`src/rtl/ctx_pkg.sv`:
```
// Shared constants for the context-switch controller.
// FSM encodings plus the changeProcess/troca_contexto codes.
package ctx_pkg;

  localparam logic [1:0] OCIOSO     = 2'b00;
  localparam logic [1:0] EXECUTANDO = 2'b01;
  localparam logic [1:0] TROCA      = 2'b10;
  localparam logic [1:0] IO         = 2'b11;

  localparam logic [1:0] TROCA_ESCALONADOR = 2'b11;
  localparam logic [1:0] DESPACHO          = 2'b01;

endpackage

```
`src/rtl/context_switch_controller_quantum_counter.sv`:
```
// Loadable quantum down-counter with hold; never wraps below zero.
// Ports: clock, reset (sync, active-low), load/loadValue, dec, count, isZero, isOne.
module quantum_counter
  import ctx_pkg::*;
#(
  parameter int WIDTH = 16
) (
  input  logic             clock,
  input  logic             reset,
  input  logic             load,
  input  logic [WIDTH-1:0] loadValue,
  input  logic             dec,
  output logic [WIDTH-1:0] count,
  output logic             isZero,
  output logic             isOne
);

  always_ff @(posedge clock) begin
    if (!reset) begin
      count <= '0;
    end else if (load) begin
      count <= loadValue;
    end else if (dec && !isZero) begin
      count <= count - WIDTH'(1);
    end
  end

  assign isZero = (count == '0);
  assign isOne  = (count == WIDTH'(1));

endmodule

```
`src/rtl/context_switch_controller.sv`:
```
// Preemption source: quantum timer + I/O request latch driving context switches.
// Ports: clock/reset, habilita, change_process, pid_in, quantum_in, parada, io_req, pc_atual -> requests, captures, counter.
module context_switch_controller
  import ctx_pkg::*;
#(
  parameter int LARGURA_QUANTUM = 16,
  parameter int QUANTUM_PADRAO  = 1000,
  parameter int LARGURA_PID     = 8
) (
  input  logic                       clock,
  input  logic                       reset,
  input  logic                       habilita,
  input  logic [1:0]                 change_process,
  input  logic [LARGURA_PID-1:0]     pid_in,
  input  logic [LARGURA_QUANTUM-1:0] quantum_in,
  input  logic                       parada,
  input  logic                       io_req,
  input  logic [31:0]                pc_atual,
  output logic [1:0]                 troca_contexto,
  output logic                       instrucao_io_contexto,
  output logic [31:0]                pc_salvo,
  output logic [LARGURA_PID-1:0]     pid_interrompido,
  output logic [LARGURA_QUANTUM-1:0] quantum_restante,
  output logic                       io_pendente
);

  logic [1:0]                 state;
  logic [1:0]                 nextState;
  logic [LARGURA_PID-1:0]     pidReg;
  logic                       dispatch;
  logic                       load;
  logic                       dec;
  logic                       isZero;
  logic                       isOne;
  logic [LARGURA_QUANTUM-1:0] loadValue;

  assign dispatch  = (change_process == DESPACHO);
  assign loadValue = (quantum_in == '0) ?
                     LARGURA_QUANTUM'(QUANTUM_PADRAO) : quantum_in;

  quantum_counter #(
    .WIDTH(LARGURA_QUANTUM)
  ) uCounter (
    .clock    (clock),
    .reset    (reset),
    .load     (load),
    .loadValue(loadValue),
    .dec      (dec),
    .count    (quantum_restante),
    .isZero   (isZero),
    .isOne    (isOne)
  );

  // The counter still ticks on the edge that diverts to IO, so an
  // I/O request landing on the 1->0 edge leaves the counter at 0.
  always_comb begin
    nextState = state;
    load      = 1'b0;
    dec       = 1'b0;
    unique case (1'b1)
      (state == OCIOSO): begin
        if (dispatch) begin
          load = 1'b1;
          if (habilita) nextState = EXECUTANDO;
        end
      end
      (state == EXECUTANDO): begin
        if (!habilita) begin
          nextState = OCIOSO;
        end else if (io_pendente || io_req) begin
          nextState = IO;
          dec       = !parada && !isZero;
        end else if (dispatch) begin
          load = 1'b1;
        end else begin
          dec = !parada && !isZero;
          if (isOne && !parada) nextState = TROCA;
        end
      end
      default: nextState = OCIOSO;
    endcase
  end

  always_ff @(posedge clock) begin
    if (!reset) begin
      state                 <= OCIOSO;
      pidReg                <= '0;
      troca_contexto        <= 2'b00;
      instrucao_io_contexto <= 1'b0;
      pc_salvo              <= '0;
      pid_interrompido      <= '0;
      io_pendente           <= 1'b0;
    end else begin
      state                 <= nextState;
      troca_contexto        <= (nextState == TROCA) ?
                               TROCA_ESCALONADOR : 2'b00;
      instrucao_io_contexto <= (nextState == IO);
      if (load) pidReg <= pid_in;
      // The CPU overwrites pc during the request cycle, so the
      // return PC is the one seen while the request is active.
      if (state == TROCA || state == IO) begin
        pc_salvo         <= pc_atual;
        pid_interrompido <= pidReg;
      end
      if (nextState == IO) begin
        io_pendente <= 1'b0;
      end else if (io_req) begin
        io_pendente <= 1'b1;
      end
    end
  end

endmodule

```
`config.mk`:
```
export PLATFORM = sky130hd
export DESIGN_NAME = context_switch_controller
export DESIGN_NICKNAME = d
export VERILOG_FILES = /design/src/rtl/ctx_pkg.sv /design/src/rtl/context_switch_controller_quantum_counter.sv /design/src/rtl/context_switch_controller.sv
export SDC_FILE = /design/constraint.sdc
export NUM_CORES = 1
export LEC_CHECK = 0
export ABC_AREA = 1
export CAP_MARGIN = 20
export CELL_PAD_IN_SITES_DETAIL_PLACEMENT = 1
export CELL_PAD_IN_SITES_GLOBAL_PLACEMENT = 2
export CORE_MARGIN = 10
export CORE_UTILIZATION = 23
export CTS_BUF_LIST = sky130_fd_sc_hd__clkbuf_8
export DETAILED_ROUTE_END_ITERATION = 10
export GPL_TIMING_DRIVEN = 0
export PLACE_DENSITY = 0.9
export SYNTH_ARGS = -nofsm -noshare
export SYNTH_HDL_FRONTEND = slang
export SYNTH_SLANG_ARGS = --single-unit
```
`constraint.sdc`:
```
create_clock -name clock -period 1.75 [get_ports clock]
set_clock_uncertainty 0.15 [all_clocks]
set_input_delay 0.2625 -clock clock [delete_from_list [all_inputs] [get_ports clock]]
set_output_delay 0.2625 -clock clock [all_outputs]
set_load 0.05 [all_outputs]
```
==> impl_metrics.ini <==
[global_route]
use_met2_pct = 22.31
grt_first_pass_wirelength_um = 20260
grt-ovfl-total = 0
grt_pass1_vias = 3950
grt_usage_pct = 12.85
grt.met1_usage_pct = 13.70
globalRouteMet3Util_pct = 6.473
grt_max_degree = 16
grt_busiest_layer = met2
antenna_found_initial = 0

[pwr]
power_density_nw_per_um2 = 792.8
combinationalPowerShare_pct = 24.5
sequentialPowerShare_pct = 43.1
pwr-share-clk_pct = 32.5
leakagePower_nw = 2.392
switching_share_pct = 35.07
ir_drop_v = 0.0004143
p_sw_mw = 1.387
p_int_mw = 2.569
p_total_mw = 3.956

[worst_hold_path]
hold_path_depth = 3
hold_class = in2reg
hold_path.startpoint = pc_atual[9]
min_to = pc_salvo[9]

[timing]
relSlewSlack_pct = 62.93
setup_slack_ns = 0.05388
setup_viol = 0
drv_slew = 0
tns_ns = 0
finalCriticalPeriod_ns = 1.696
hold_ws_ns = 0.3266
hold_violations = 0
fmax_ghz = 0.5896
finalCritPeriodShare_pct = 96.92
worst_pin_slew_ns = 0.5560

[detailed_routing]
wire_per_inst_um = 15.49
routed_via_density = 4.486
wl_um = 12450
drt_first_iter_violations = 61
drc = 0
antenna_left = 0
vias = 3607
drt-pass1-iter-count = 4

[setup_path]
worstSetupPathType = reg2reg
cp_max_fo = 10
cp.required_ns = 1.86
reg2reg_from = uCounter.count[2]
r2r_cells = 9
r2r_end = uCounter.count[9]
worstSetupEndpointType = flip-flop
r2r_slack_ns = 0.05
cp-start-kind = flip-flop
arrival_ns = 1.80

[placement]
hpwl_um = 9712
place_area_um2 = 4683
port_buffers = 122
placed_cells = 781
pre_cts_ws_ns = -0.4871
globalplace.congestion = 0.8437

[final_layout]
fillers = 1718
ff_latch_area_um2 = 1400
mostFrequentLayoutCells = nor2_1 (147), nand2_1 (77), clkdlybuf4s50_1 (62)
post-route-util_pct = 36.09
final_cell_count_no_fill = 804
multiInputGateArea_um2 = 1713
syn2layout_area_growth_pct = 54.57
final_common_cell = nor2_1
drive_gt1_share_pct = 14.13
final_area_um2 = 4990
nNetsFinal = 684

[clock_tree]
path_clk_slew_ns = 0.09
cts_tree = yes
cts_max_path_buffers = 2
cts_hold_buffers = 0
h-tree-depth = 3
clock_latency_ns = 0.36
cts_sinks = 69
numCtsBuffers = 9
clockRootBuffer = clkbuf_8

[floorplan]
pin_count = 123
die_h_um = 138.5
fp.dieW_um = 138.5
initial_core_util_pct = 23.35
dieArea_um2 = 19170
core_um2 = 13830
num_rows = 43

[synthesis]
synth_warnings = 0
synthCells = 479
yosysSeqAreaShare_pct = 42.79
syn-cell-area_um2 = 3228
synth_top_area_share_pct = 42.79
yosysUniqueCellTypes = 29
synth-seq-cells = 69
yosysTopAreaCell = dfxtp_1
synth.avg_cell_area_um2 = 6.739
synthesis.nets = 545
synthTopCellsByArea = dfxtp_1 (43%), nor2_1 (18%), o21ai_0 (9.3%), nand2_1 (9.2%), inv_1 (4.0%)

[status]
outcome = completed

[run]
maxCapViolCount = 0
cell usage after synthesis, drive strengths merged:
cell type,count
a21oi,8
and2,1
buf,6
clkbuf,14
dfxtp,69
ha,3
inv,36
nand2,84
nand3,20
nand3b,4
nor2,162
nor3,1
o21ai,68
xnor2,1
xor2,2
worst max-delay path, cell delays in order (launching register included):
cell,delay [ns]
dfxtp_1,0.40
nor2_1,0.15
nand2_1,0.11
nor2_4,0.13
nand3_4,0.13
nand2_8,0.10
nand2_4,0.08
buf_8,0.16
o21ai_1,0.13
nor2_1,0.05
state kept, by name, indices dropped and copies added (netlist names):
| name | flops |
|---|---|
| instrucao_io_contexto | 1 |
| troca_contexto | 1 |
| pidReg | 8 |
| uCounter.count | 16 |
| state | 2 |
| pc_salvo | 32 |
| io_pendente | 1 |
| pid_interrompido | 8 |
worst max-delay path by stage:
stage | from | endpoint | slack, ns | depth (start not counted)
floorplan | uCounter.count[3] | uCounter.count[5] | 0.003 | 9
global placement | change_process[0] | uCounter.count[4] | -0.45 | 10
detailed placement | change_process[0] | uCounter.count[4] | -0.49 | 10
CTS | uCounter.count[0] | uCounter.count[6] | -0.01 | 9
global route | uCounter.count[7] | uCounter.count[5] | -0.05 | 9
finish | uCounter.count[2] | uCounter.count[9] | 0.05 | 9
layout make-up:
cell class | count | share of cell area [%]
Antenna cell | 1 | 0.05015
Buffer | 20 | 2.131
Clock buffer | 9 | 2.482
Clock inverter | 7 | 1.304
Inverter | 36 | 2.758
Multi-Input combinational cell | 354 | 34.33
Sequential cell | 69 | 28.06
Tap cell | 180 | 4.514
Timing Repair Buffer | 128 | 24.37
power groups by stage:
stage          registers, mW  clock network, mW  logic, mW
2_1_floorplan           1.86                  0      0.409
3_3_place_gp            1.73                  0      0.892
3_5_place_dp            1.73                  0      0.912
4_1_cts                 1.69               1.36      0.923
5_1_grt                 1.71               1.42       1.07
6_report                1.70               1.28      0.968
cell families (layout without fill, tap and decap cells):
logic type	Yosys count	in the layout	synth area share, %
AND/OR/NAND/NOR	272	272	35.43
AO/OA/AOI/OAI	76	76	12.36
flip-flops	69	69	42.79
buffers and inverters	56	200	7.442
adder cells (fa/ha/maj)	3	3	1.163
XOR/XNOR	3	3	0.8141
other	0	1	0
routing by layer:
layer | share of wire, % | wire length, um | vias to the layer above
met5 | 0 | 0 | -
met4 | 1.0 | 128 | 0
met1 | 41 | 5108 | 1705
li1 | - | - | 1791
met2 | 50 | 6165 | 101
met3 | 8.4 | 1050 | 10
what timing repair did:
item                                    in CTS  in global routing
resized for setup                           93                 39
pin swaps                                    2                  7
buffers inserted                             3                  3
endpoints found under the setup margin      73                 25
No activity file was read; power rests on OpenSTA's default activity.
